[src/rtl/uart_rx_word_assembler.sv]
// ---------------------------------------------------------------------------
// uart_rx_word_assembler
//
// Receive-side counterpart of the transmit byte shifter. Collects consecutive
// bytes strobed out of the UART receiver into one DATA_WIDTH-bit word,
// little-endian (first byte lands in the least significant byte). The
// completed word and a ready flag are presented to the memory-mapped register
// block; the core acknowledges through flag_rst. An inter-byte timeout drops
// a stalled partial word, and bytes arriving while a word is still unread are
// dropped and reported as an overrun.
//
// Parameters:
//   DATA_WIDTH  assembled word width, multiple of 8
//   TIMEOUT     max clk cycles allowed between bytes of one word
//
// Ports:
//   clk            in   1                     system clock
//   rst            in   1                     asynchronous reset, active-high
//   rx_byte        in   8                     received byte
//   rx_byte_valid  in   1                     byte-available level/pulse
//   flag_rst       in   1                     core ack: clears word_ready and
//                                             the sticky error flags
//   word_out       out  DATA_WIDTH            last completed word
//   word_ready     out  1                     word_out holds an unread word
//   byte_count     out  $clog2(BYTES)+1       bytes in current partial word
//   overrun        out  1                     sticky: byte dropped while ready
//   timeout_err    out  1                     sticky: partial word discarded
//
// All outputs come straight from registers; there is no combinational path
// from any input to any output.
// ---------------------------------------------------------------------------
module uart_rx_word_assembler #(
    parameter int DATA_WIDTH = 32,
    parameter int TIMEOUT    = 104160
) (
    input  logic                            clk,
    input  logic                            rst,
    input  logic [7:0]                      rx_byte,
    input  logic                            rx_byte_valid,
    input  logic                            flag_rst,
    output logic [DATA_WIDTH-1:0]           word_out,
    output logic                            word_ready,
    output logic [$clog2(DATA_WIDTH/8):0]   byte_count,
    output logic                            overrun,
    output logic                            timeout_err
);

    localparam int BYTES = DATA_WIDTH / 8;
    localparam int CNT_W = $clog2(BYTES) + 1;
    localparam int TMR_W = $clog2(TIMEOUT + 1);

    localparam logic [CNT_W-1:0] LAST_IDX    = CNT_W'(BYTES - 1);
    localparam logic [TMR_W-1:0] TIMEOUT_VAL = TMR_W'(TIMEOUT);

    typedef enum logic [1:0] {
        S_IDLE    = 2'd0,
        S_COLLECT = 2'd1,
        S_READY   = 2'd2
    } state_t;

    state_t                  r_state;
    logic [DATA_WIDTH-1:0]   r_shift;
    logic [DATA_WIDTH-1:0]   r_word_out;
    logic                    r_word_ready;
    logic [CNT_W-1:0]        r_byte_count;
    logic                    r_overrun;
    logic                    r_timeout_err;
    logic [TMR_W-1:0]        r_timer;
    logic                    r_valid_prev;

    logic                    w_event;
    logic                    w_accept;
    logic                    w_last;
    logic [DATA_WIDTH-1:0]   w_shift_next;

    // One event per rising edge of rx_byte_valid, however long it stays high.
    assign w_event = rx_byte_valid & ~r_valid_prev;

    // A byte is taken whenever no unread word is pending, or when the core's
    // clear arrives in the same cycle as the byte (the clear wins).
    assign w_accept = w_event & ((r_state != S_READY) | flag_rst);

    // In IDLE and READY the count is 0, so the incoming byte is byte 0.
    assign w_last = (r_byte_count == LAST_IDX);

    // Shift register with the incoming byte merged into its slot. Starting a
    // new word clears stale bytes so a word never mixes two transfers.
    always_comb begin
        // NOTE: default every always_comb output first so no path leaves it
        // unassigned; otherwise synthesis infers a latch.
        w_shift_next = (r_byte_count == '0) ? '0 : r_shift;
        for (int k = 0; k < BYTES; k++) begin
            if (r_byte_count == CNT_W'(k)) begin
                w_shift_next[8*k +: 8] = rx_byte;
            end
        end
    end

    always_ff @(posedge clk or posedge rst) begin
        if (rst) begin
            r_state       <= S_IDLE;
            r_shift       <= '0;
            r_word_out    <= '0;
            r_word_ready  <= 1'b0;
            r_byte_count  <= '0;
            r_overrun     <= 1'b0;
            r_timeout_err <= 1'b0;
            r_timer       <= '0;
            r_valid_prev  <= 1'b0;
        end else begin
            // NOTE: sequential state uses non-blocking assignments so every
            // register here samples pre-edge values; later assignments in
            // this block override earlier ones (e.g. a flag_rst clear followed
            // by a same-cycle timeout set leaves timeout_err=1).
            r_valid_prev <= rx_byte_valid;

            // Core acknowledge clears the sticky flags in every state.
            if (flag_rst) begin
                r_overrun     <= 1'b0;
                r_timeout_err <= 1'b0;
            end

            if (r_state == S_READY && flag_rst) begin
                r_word_ready <= 1'b0;
            end

            if (w_accept) begin
                r_shift <= w_shift_next;
                r_timer <= '0;
                if (w_last) begin
                    // Word is published whole; never partially updated.
                    r_word_out   <= w_shift_next;
                    r_word_ready <= 1'b1;
                    r_byte_count <= '0;
                    r_state      <= S_READY;
                end else begin
                    r_byte_count <= r_byte_count + CNT_W'(1);
                    r_state      <= S_COLLECT;
                end
            end else begin
                unique case (r_state)
                    S_IDLE: begin
                        r_timer <= '0;
                    end
                    S_COLLECT: begin
                        if (r_timer == TIMEOUT_VAL) begin
                            // Stalled partial word: drop it, keep word_out.
                            r_byte_count  <= '0;
                            r_timer       <= '0;
                            r_timeout_err <= 1'b1;
                            r_state       <= S_IDLE;
                        end else begin
                            r_timer <= r_timer + TMR_W'(1);
                        end
                    end
                    S_READY: begin
                        if (flag_rst) begin
                            r_state <= S_IDLE;
                        end else if (w_event) begin
                            r_overrun <= 1'b1;
                        end
                    end
                    default: begin
                        r_state <= S_IDLE;
                    end
                endcase
            end
        end
    end

    assign word_out    = r_word_out;
    assign word_ready  = r_word_ready;
    assign byte_count  = r_byte_count;
    assign overrun     = r_overrun;
    assign timeout_err = r_timeout_err;

endmodule

[config.mk]
export PLATFORM = sky130hd
export DESIGN_NAME = uart_rx_word_assembler
export DESIGN_NICKNAME = d
export VERILOG_FILES = /design/src/rtl/uart_rx_word_assembler.sv
export SDC_FILE = /design/constraint.sdc
export NUM_CORES = 1
export LEC_CHECK = 0
export CORE_MARGIN = 5
export CORE_UTILIZATION = 50
export CTS_CLUSTER_DIAMETER = 50
export DETAILED_ROUTE_END_ITERATION = 12
export PLACE_DENSITY = 0.73
export SYNTH_ARGS = -nofsm -noshare
export SYNTH_HDL_FRONTEND = slang
export SYNTH_SLANG_ARGS = --single-unit
[constraint.sdc]
create_clock -name clk -period 8.2 [get_ports clk]
set_clock_uncertainty 0.2 [all_clocks]
set_input_delay 1.64 -clock clk [delete_from_list [all_inputs] [get_ports clk]]
set_output_delay 1.64 -clock clk [all_outputs]
set_load 0.05 [all_outputs]
Word level (Yosys, flattened, before mapping)
Index checks and enable logic that the tools add are counted.
{"block": "op_classes", "add_sub_neg": 2, "mul": 0, "n_div": 0, "n_lt_le_gt_ge": 0, "eq_ne": 10, "shifts": 0, "mux": 29, "n_bitwise": 4, "n_reduce_logical": 9}
{"operator": "17-bit 2-to-1 mux", "count": 2}
{"operator": "17-bit one-hot mux with 2 select lines", "count": 1}
{"operator": "32-bit 2-to-1 mux", "count": 1}
{"operator": "8-bit 2-to-1 mux", "count": 4}
{"operator": "17-bit by 1-bit adder with 17-bit output (second input constant)", "count": 1}
{"operator": "17-bit equality test (second input constant)", "count": 1}
{"operator": "1-bit 2-to-1 mux", "count": 12}
{"operator": "3-bit 2-to-1 mux", "count": 4}
{"operator": "2-bit 2-to-1 mux", "count": 4}
{"operator": "3-bit by 2-bit equality test with 1-bit output (second input constant)", "count": 2}
{"operator": "3-bit inequality test (second input constant)", "count": 2}
{"operator": "2-bit one-hot mux with 3 select lines", "count": 1}
{"operator": "2-bit inequality test (second input constant)", "count": 2}
{"operator": "2-bit AND reduction", "count": 2}
{"operator": "2-bit nonzero test", "count": 2}
{"operator": "3-bit by 1-bit adder with 3-bit output (second input constant)", "count": 1}
{"operator": "3-bit by 1-bit equality test with 1-bit output (second input constant)", "count": 1}
{"operator": "3-bit logical NOT", "count": 1}
{"operator": "3-bit AND reduction", "count": 1}
{"operator": "3-bit nonzero test", "count": 1}
{"operator": "1-bit AND", "count": 2}
{"operator": "2-bit by 1-bit equality test with 1-bit output (second input constant)", "count": 1}
{"operator": "2-bit equality test (second input constant)", "count": 1}
{"operator": "2-bit logical NOT", "count": 1}
{"operator": "other kinds (3)", "count": 3}
{"block": "totals", "register_bits": 90, "latchBits": 0, "ramBits": 0, "mem_bits_ro": 0, "input_bits": 12, "mem_count": 0}

Depth between registers and ports, before layout
Gate-level depths: netlist of the first run.
{"block": "logic_depth", "depth_word": 6, "mapped_depth": 7, "depth_no_buf": 6}

Worst setup path after synthesis of the first run
No wires, ideal clock.
{"block": "synth_timing", "path_type": "input port to flip-flop", "start": "input port rx_byte_valid", "end": "register r_shift[0]", "setup_ns": 0.125, "arrival_ns": 2.558, "required_ns": 7.875, "slack_ns": 5.318, "stages": 4, "path_buffers": 0, "path_cell_list": "and2b_1 > o21ai_1 > nor2_4 > mux2_2"}
{"block": "synth_via", "elab_chain_cells": 2}
{"element": "from (decl)", "line_no": "39", "rtl": "input logic rx_byte_valid,"}
{"element": "1-bit AND", "line_no": "77", "rtl": "assign w_event = rx_byte_valid & ~r_valid_prev;"}
{"element": "1-bit AND", "line_no": "81", "rtl": "assign w_accept = w_event & ((r_state != S_READY) | flag_rst);"}
{"element": "to (signal assigned)", "line_no": "128", "rtl": "r_shift <= w_shift_next;"}
{"element": "to (decl)", "line_no": "62", "rtl": "logic [DATA_WIDTH-1:0] r_shift;"}
No other way between the ends.
A chain may end at the register's enable or synchronous reset.

Final worst setup path of the first run
{"block": "layout_timing", "start": "input port flag_rst", "end": "register r_timer[11]"}
{"block": "layout_via", "elab_chain_cells": 3}
{"element": "from (decl)", "line_no": "40", "rtl": "input logic flag_rst,"}
{"element": "1-bit bitwise OR (*)", "line_no": "81"}
{"element": "1-bit AND (*)", "line_no": "81"}
{"element": "3-bit nonzero test (no source line) or 17-bit 2-to-1 mux (tied branches)"}
{"element": "to (signal assigned)", "line_no": "153", "rtl": "r_timer <= r_timer + TMR_W'(1);"}
{"element": "to (decl)", "line_no": "68", "rtl": "logic [TMR_W-1:0] r_timer;"}
Every way passes the cells marked *; elsewhere a longest branch is shown, timed or not.

==> impl_metrics.csv, run 1 <==
group,metric,value,unit
run_status,outcome,"complete, no violations",
route,drtIter0Drc,147,
worst_setup_path,cp_top_family,"compound AO/OA/AOI/OAI gates",
route,first_pass_iters,5,
worst_setup_path,critPathMaxStageDelay,0.78,ns
power,p_seq_share,35.8,%
logic_synthesis,seq_area_frac_synth,54.2,%
min_path,min_path_type,"register to register",
route,viasPerCell,5.84,
sta,max_slew.worst_pin.slew,1.01,ns
logic_synthesis,synth-seq-cells,82,
logic_synthesis,synth-edff-count,0,
logic_synthesis,synth_area,3780,sq um
sta,slew_violations,0,
worst_setup_path,end_kind,"register",
die,die_h,97.0,um
worst_setup_path,crit_fanout,13,
clock_network,clk_pin_slew,0.08,ns
route,top_layer_used,"met4",
finish,num-nets-final,413,
finish,drive_above_1_share,11.5,%
logic_synthesis,synth.avg_cell_area,10.8,sq um
clock_network,cts_sinks,82,
grt,grt_overflow_total,0,
clock_network,post_cts_buffers,0,
logic_synthesis,synth_xor_xnor_area_share,0,%
grt,grt_use_total,18.2,%
finish,design_area,4560,sq um
route,vias,2912,
clock_network,root_buffer,"clkbuf_8",
finish,fill_cells,633,
worst_setup_path,critPathArrivalTime,3.68,ns
power,combinationalPowerShare,46.4,%
worst_setup_path,path_cells,"clkdlybuf4s50_1, nor2_1, o21ai_1, a31oi_1, a2111oi_1",
worst_setup_path,worstSetupStartpoint,"flag_rst",
logic_synthesis,ys_async_sr_fraction,100,%
logic_synthesis,ys_types,48,
sta,rsz0062_at_grt,"false",
clock_network,clockBufferDepth,2,
worst_setup_path,rr_worst_depth,6,
sta,fin_setup_tns,0,ns
clock_network,cts_buffers,9,
power,p_int,1030,uW
sta,fmax,272,MHz
worst_setup_path,rr_startpoint,"r_timer[0]",
power,power.density,397,nW/um^2
route,dr_wl_met2,4010,um
place,dp_cells,483,
worst_setup_path,r2r-end,"r_timer[10]",
grt,grt_pass1_vias,2840,
finish,mostFrequentLayoutCells,"dfrtp_1 (82), clkdlybuf4s50_1 (49), nor2_1 (30)",
clock_network,cts_hold_buf,0,
worst_setup_path,cp.required,8.20,ns
place,port_buffers,49,
clock_network,insertion_delay,0.34,ns
die,dieWidth,97.0,um
die,initial_core_util,51.9,%
clock_network,htree_levels,3,
die,dieArea,9410,sq um
grt,antenna_found_initial,0,
sta,timing.final.crit_share,44.9,%
finish,mostFrequentLayoutCell,"dfrtp_1",
sta,finalHoldViolCount,0,
logic_synthesis,synth_top_family_by_area,"compound AO/OA/AOI/OAI gates",
finish,area_growth,20.4,%
route,detail-route-antenna-nets,0,
die,io_pins,50,
logic_synthesis,synth-warning-count,0,
flow_run,cap_violations,0,
worst_setup_path,crit_end,"r_timer[11]",
die,core_area,7290,sq um
sta,max_slew_margin,32.5,%
worst_setup_path,path_depth,5,
die,rows,31,
power,irDropWorstVdd,0.266,mV
sta,period_minus_slack,3.68,ns
power,switching_power,777,uW
clock_network,cts_tree,"yes",
place,hpwlAfterDp,5740,um
power,p_leak,0.00185,uW
power,clock_power_share,17.8,%
finish,insertedDiodeCount,0,
finish,regArea,2050,sq um
grt,grt_pass1_wl,14300,um
worst_setup_path,cpMaxStageDelayCell,"o21ai_1",
route,drcViolationCount,0,
route,wirelength,8430,um
route,wl_met1,3950,um
worst_setup_path,critPathKind,"primary input to register",
logic_synthesis,muxShareOfSynthArea,6.88,%
clock_network,cts_resized,0,
logic_synthesis,synth-compound-area-share,18.0,%
logic_synthesis,synthSimpleGateAreaFrac,15.3,%
finish,fin_cells,499,
logic_synthesis,syn_nets,368,
logic_synthesis,postSynthCellCount,350,
place,gp_congestion,0.867,
power,swShare,42.9,%
worst_setup_path,r2r_slack,5.70,ns
worst_setup_path,cp-start-kind,"primary input",
route,met3_length,397,um
logic_synthesis,yosys_most_used_dff,"dfrtp_1",
logic_synthesis,synth_adder_area_share,1.98,%
finish,multi_input_area,1600,sq um
grt,grt_max_degree,83,
worst_setup_path,crit_buf_inv,1,
sta,setup_violations,0,
place,dpl_cell_area,4330,sq um
route,wire_per_inst,16.9,um
-- layout make-up --
class / instances / area share, %
clock buffers: 9 / 2.72
multi-input cells: 238 / 35.1
repair buffers: 51 / 11.1
well taps: 99 / 2.72
flip-flops and latches: 82 / 45.0
inverters: 13 / 1.10
clock inverters: 7 / 2.20
-- how the worst min path moves through the flow --
stage,from,slack (ns),endpoint,cells past startpoint
after floorplan,r_shift[10],0.27,r_shift[10],1
after global routing,r_shift[11],0.32,r_shift[11],1
after global placement,word_ready,0.27,word_ready,1
after detailed placement,word_ready,0.27,word_ready,1
after CTS,word_ready,0.29,word_ready,1
final,word_ready,0.29,word_ready,1
-- power by group through the flow --
stage | Sequential, uW | Combinational [uW] | Clock [uW]
finish | 647 | 841 | 323
floorplan | 945 | 290 | 0
global placement | 652 | 833 | 0
global route | 671 | 894 | 345
detailed placement | 655 | 843 | 0
CTS | 649 | 849 | 331
-- cells in the mapped netlist, types with 7 or more instances --
master / number / area, sq um
nand3_1: 8 / 40.0
buf_2: 10 / 50.1
nor2_1: 30 / 113
a22oi_1: 16 / 120
o21ai_0: 7 / 35.0
dfrtp_1: 82 / 2050
a31oi_1: 14 / 87.6
mux2i_1: 8 / 80.1
mux2_2: 16 / 180
a21oi_1: 29 / 145
a22o_1: 16 / 140
nor4_1: 11 / 68.8
nand2_1: 16 / 60.1
inv_1: 13 / 48.8
-- per-layer routing --
metal  track usage [%]  vias to the layer above
li1                  -                     1387
met1              26.3                     1439
met2              28.0                       77
met3              3.67                        9
met4              4.86                        0
met5                 0                        -
-- through the flow --
| stage | worst slack, ns | hold WS, ns | utilization (%) | total power [uW] |
|---|---|---|---|---|
| final | 4.52 | 0.287 | 62.5 | 1810 |
| after global placement | 4.30 | 0.266 | 59.4 | 1480 |
| after floorplan | 4.25 | 0.267 | - | 1240 |
| after detailed placement | 4.21 | 0.268 | 59.4 | 1500 |
| after CTS | 4.55 | 0.293 | 62.5 | 1830 |
| after global routing | 4.38 | 0.318 | 62.5 | 1910 |
-- cells by family (layout without fill, tap and decap cells) --
logic type / Yosys count / after routing
DFF: 82 / 82
buffers and inverters: 30 / 80
and+or+nand+nor: 105 / 105
AOI/OAI and AO/OA: 103 / 103
adders and majority gates: 6 / 6
muxes: 24 / 24
-- state kept, by name (all words and copies together) (netlist names) --
register      count
overrun           1
r_state           2
byte_count        3
r_shift          24
word_ready        1
r_timer          17
r_valid_prev      1
word_out         32
timeout_err       1
No activity file was read; power rests on OpenSTA's default activity.
==> run 2, diff against run 1 <==
==> constraint.sdc (replaced) <==
create_clock -name clk -period 3.5 [get_ports clk]
set_clock_uncertainty 0.2 [all_clocks]
set_input_delay 0.7 -clock clk [delete_from_list [all_inputs] [get_ports clk]]
set_output_delay 0.7 -clock clk [all_outputs]
set_load 0.05 [all_outputs]
==> impl_metrics.csv, run 2 (synthesized netlist as in run 1, its figures left out) <==
group,metric,value,unit
route,viasPerCell,5.84,
finish,drive_above_1_share,11.9,%
route,detail-route-antenna-nets,0,
worst_setup_path,crit_fanout,9,
sta,max_slew_margin,54.2,%
clock_network,post_cts_buffers,0,
worst_setup_path,r2r_slack,1.07,ns
min_path,hold_depth,1,
power,combinationalPowerShare,46.2,%
min_path,min_path_type,"register to register",
worst_setup_path,cp-start-kind,"register",
min_path,hold_end,"word_ready",
clock_network,cts_hold_buf,0,
grt,grt_pass1_vias,2890,
finish,fill_cells,610,
clock_network,cts_resized,0,
finish,largest_reg_flops,32,
route,wirelength,8440,um
power,swShare,42.6,%
route,met3_length,502,um
grt,antenna_found_initial,0,
die,dieArea,9410,sq um
run_status,outcome,"complete, no violations",
die,rows,31,
route,vias,2934,
die,initial_core_util,51.9,%
sta,rsz0062_at_grt,"false",
worst_setup_path,path_cells,"clkdlybuf4s50_1",
grt,grt_pass1_wl,14600,um
place,gp_congestion,0.844,
power,p_seq_share,35.9,%
sta,fin_setup_tns,0,ns
route,dr_wl_met2,4000,um
clock_network,cts_sinks,82,
clock_network,cts_tree,"yes",
power,power.density,928,nW/um^2
clock_network,cts_buffers,9,
sta,slew_violations,0,
worst_setup_path,rr_worst_depth,6,
worst_setup_path,critPathKind,"register to output pin",
sta,hold_ws,0.292,ns
sta,period_minus_slack,2.61,ns
clock_network,insertion_delay,0.35,ns
route,drcViolationCount,0,
clock_network,clockBufferDepth,2,
worst_setup_path,critPathMaxStageDelay,0.86,ns
place,hpwlAfterDp,5820,um
power,clock_power_share,17.8,%
place,port_buffers,49,
worst_setup_path,critPathArrivalTime,1.71,ns
die,die_h,97.0,um
route,wire_per_inst,16.8,um
power,p_leak,0.00187,uW
min_path,min-delay-start,"word_ready",
finish,insertedDiodeCount,0,
sta,finalHoldViolCount,0,
finish,num-nets-final,416,
power,p_int,2440,uW
grt,grt_max_degree,39,
flow_run,cap_violations,0,
worst_setup_path,end_kind,"output pin",
route,drtIter0Drc,290,
sta,timing.final.crit_share,74.5,%
sta,max_slew.worst_pin.slew,0.687,ns
route,top_layer_used,"met4",
die,io_pins,50,
sta,fmax,384,MHz
grt,grt_use_total,18.7,%
finish,final_util,62.7,%
worst_setup_path,cpMaxStageDelayCell,"clkdlybuf4s50_1",
finish,mostFrequentLayoutCells,"dfrtp_1 (82), clkdlybuf4s50_1 (49), nor2_1 (30)",
worst_setup_path,crit_buf_inv,1,
route,first_pass_iters,4,
power,irDropWorstVdd,0.580,mV
die,core_area,7290,sq um
sta,setup_violations,0,
clock_network,clk_pin_slew,0.08,ns
worst_setup_path,rr_startpoint,"r_timer[0]",
route,wl_met1,3830,um
clock_network,root_buffer,"clkbuf_8",
die,dieWidth,97.0,um
finish,area_growth,20.9,%
power,switching_power,1810,uW
finish,mostFrequentLayoutCell,"dfrtp_1",
worst_setup_path,r2r-end,"r_timer[12]",
worst_setup_path,cp.required,2.60,ns
clock_network,htree_levels,3,
worst_setup_path,cp_top_family,"buffers and inverters",
grt,grt_overflow_total,0,
==> run 2: cell types whose count changed in the layout (fill, tap and decap cells not counted), sizes merged <==
cell | previous run | this run
clkbuf | 9 | 11
clkinvlp | 3 | 1
inv | 14 | 12
clkinv | 1 | 3
buf | 2 | 5
==> run 2: final cells by class <==
type | instances | area [sq um] | share of cell area [%]
Clock buffer | 11 | 141 | 3.09
Clock inverter | 5 | 77.6 | 1.70
Inverter | 13 | 50.0 | 1.09
Multi-Input combinational cell | 238 | 1600 | 35.0
Sequential cell | 82 | 2050 | 44.9
Tap cell | 99 | 124 | 2.71
Timing Repair Buffer | 54 | 528 | 11.5
==> run 2: routing by layer <==
metal	global-route usage (%)	up-vias
met5	0	-
met4	6.37	0
met3	4.60	11
met2	28.7	86
met1	26.1	1447
li1	-	1390
==> run 2: through the flow <==
stage               instance area, sq um  std cells  total power [uW]  worst slack (ns)
floorplan                           3780        350              2890             0.492
CTS                                 4570        502              4280             0.882
detailed placement                  4350        486              3510             0.768
finish                              4570        502              4250             0.893
global placement                    4350        486              3480             0.836
global route                        4570        502              4490             0.830
==> run 2: worst max path at each step <==
stage                        startpoint  depth (start not counted)            end  slack (ns)
after floorplan                     rst                          1  byte_count[0]        0.49
after global placement    rx_byte_valid                          7    word_out[6]        0.84
after detailed placement  rx_byte_valid                          7   word_out[16]        0.77
after CTS                 byte_count[2]                          1  byte_count[2]        0.88
after global routing      byte_count[0]                          6     r_shift[9]        0.83
final                     byte_count[2]                          1  byte_count[2]        0.89
==> run 2: power by group through the flow <==
| stage | Clock, uW | Sequential (uW) | Combinational [uW] |
|---|---|---|---|
| finish | 757 | 1530 | 1960 |
| global route | 811 | 1580 | 2100 |
| CTS | 766 | 1530 | 1980 |
| detailed placement | 0 | 1540 | 1980 |
| global placement | 0 | 1530 | 1950 |
| floorplan | 0 | 2210 | 680 |
==> run 2: worst register-to-register path, stage by stage (launching register included) <==
cell and delay [ns]:
dfrtp_1 0.45, inv_1 0.09, ha_1 0.15, nor4b_2 0.19
nand4_1 0.54, a21oi_2 0.56, nor4_1 0.12
==> run 3, diff against run 2 <==
--- a/config.mk
+++ b/config.mk
@@ -6,10 +6,10 @@
 export NUM_CORES = 1
 export LEC_CHECK = 0
 export CORE_MARGIN = 5
-export CORE_UTILIZATION = 50
+export CORE_UTILIZATION = 49
 export CTS_CLUSTER_DIAMETER = 50
 export DETAILED_ROUTE_END_ITERATION = 12
-export PLACE_DENSITY = 0.73
+export PLACE_DENSITY = 0.75
 export SYNTH_ARGS = -nofsm -noshare
 export SYNTH_HDL_FRONTEND = slang
 export SYNTH_SLANG_ARGS = --single-unit
==> constraint.sdc (replaced) <==
create_clock -name clk -period 2.1 [get_ports clk]
set_clock_uncertainty 0.2 [all_clocks]
set_input_delay 0.42 -clock clk [delete_from_list [all_inputs] [get_ports clk]]
set_output_delay 0.42 -clock clk [all_outputs]
set_load 0.05 [all_outputs]
==> impl_metrics.csv, run 3 (synthesized netlist as in run 1, its figures left out) <==
group,metric,value,unit
worst_setup_path,cp.required,2.13,ns
route,wirelength,9130,um
clock_network,clk_pin_slew,0.08,ns
min_path,min_path_type,"primary input to asynchronous set/reset pin",
die,dieWidth,97.9,um
sta,max_slew_margin,72.8,%
place,hpwlAfterDp,6410,um
route,drcViolationCount,0,
die,io_pins,50,
worst_setup_path,cpMaxStageDelayCell,"dfrtp_1",
clock_network,cts_resized,0,
clock_network,htree_levels,3,
sta,worst_slack,0.0677,ns
worst_setup_path,critPathKind,"register to register",
finish,largest_reg_flops,32,
grt,grt_use_met1,28.1,%
worst_setup_path,critPathArrivalTime,2.06,ns
finish,fin_cells,532,
sta,slew_violations,0,
worst_setup_path,end_kind,"register",
finish,area_growth,24.9,%
flow_run,cap_violations,0,
power,p_leak,0.00204,uW
place,dp_cells,516,
route,drtIter0Drc,157,
clock_network,cts_tree,"yes",
grt,antenna_found_initial,0,
sta,hold_ws,0.166,ns
clock_network,clockBufferDepth,2,
finish,mostFrequentLayoutCell,"dfrtp_1",
clock_network,cts_hold_buf,0,
grt,grtUsageMet3,5.79,%
grt,grt-busiest-layer,"met2",
route,detail-route-antenna-nets,0,
finish,drive_above_1_share,27.7,%
sta,fmax,492,MHz
clock_network,cts_sinks,82,
worst_setup_path,critPathMaxStageDelay,0.44,ns
sta,period_minus_slack,2.03,ns
finish,insertedDiodeCount,0,
worst_setup_path,path_cells,"inv_1, ha_1, nor4b_2, nand4_1, buf_4, a31oi_1, o22ai_1",
worst_setup_path,cp-start-kind,"register",
power,power.density,1500,nW/um^2
worst_setup_path,cp_top_family,"flip-flops",
place,gp_congestion,0.891,
sta,finalHoldViolCount,0,
sta,timing.final.crit_share,96.8,%
route,wire_per_inst,17.2,um
place,port_buffers,49,
sta,setup_violations,0,
die,dieArea,9580,sq um
grt,grt_overflow_total,0,
clock_network,cts_buffers,9,
grt,met2_usage,29.3,%
place,place_ws,-0.337,ns
clock_network,post_cts_buffers,0,
finish,mostFrequentLayoutCells,"dfrtp_1 (79), buf_4 (67), nor2_1 (30)",
worst_setup_path,crit_fanout,9,
grt,grt_pass1_wl,15400,um
finish,num-nets-final,443,
clock_network,insertion_delay,0.36,ns
power,irDropWorstVdd,1.14,mV
sta,max_slew.worst_pin.slew,0.407,ns
worst_setup_path,crit_buf_inv,2,
die,core_area,7610,sq um
die,initial_core_util,49.7,%
die,rows,32,
route,first_pass_iters,4,
route,viasPerCell,5.75,
grt,grt_pass1_vias,3091,
grt,grt_max_degree,35,
finish,final_util,62.1,%
die,die_h,97.9,um
run_status,outcome,"complete, no violations",
grt,grt_use_total,19.8,%
clock_network,root_buffer,"clkbuf_8",
route,vias,3059,
[run 3: cell count changes in the layout (fill, tap and decap cells not counted), moves of 2 or more]
cell             previous run  this run
clkdlybuf4s50_1            49        11
dfrtp_2                     0         3
buf_12                      0         3
o21ai_2                     0         2
dfrtp_1                    82        79
buf_4                       5        67
o21ai_1                     4         2
clkinv_2                    3         1
[run 3: final timing paths]
path,startpoint,endpoint,slack (ns),depth (start not counted)
worst max register to register,r_timer[1],r_timer[6],0.07,7
min in group clk,word_ready,word_ready,0.29,1
worst min-delay path,rst,word_out[21],0.17,2
worst max-delay path,r_timer[1],r_timer[6],0.07,7
max in group asynchronous,rst,r_timer[14],1.05,3
worst min register to register,word_ready,word_ready,0.29,1
[run 3: layout make-up]
type / instances / area [sq um]
Multi-Input combinational cell: 238 / 1620
Timing Repair Buffer: 81 / 673
Fill cell: 660 / 2880
Inverter: 13 / 52.6
Sequential cell: 82 / 2060
Clock buffer: 12 / 145
Clock inverter: 4 / 51.3
Tap cell: 102 / 128
[run 3: where the power goes]
part	internal, uW	leakage, uW	total [uW]	switching [uW]
registers	2180	0.00103	2570	394
clock network	583	0.0000966	1160	572
logic	1210	0.000913	3340	2130
[run 3: per-layer routing]
| layer | share of wire, % | up-vias |
|---|---|---|
| met4 | 1.5 | 0 |
| met2 | 46 | 109 |
| met3 | 7.0 | 10 |
| li1 | - | 1442 |
| met1 | 46 | 1498 |
| met5 | 0 | - |
[run 3: through the flow]
step,TNS [ns],cell area [sq um],power [uW]
after global placement,-5.78,4510,5830
after global routing,-0.0231,4720,7480
final,0,4720,7070
after floorplan,0,3790,4830
after CTS,0,4700,7090
after detailed placement,-8.60,4510,5920
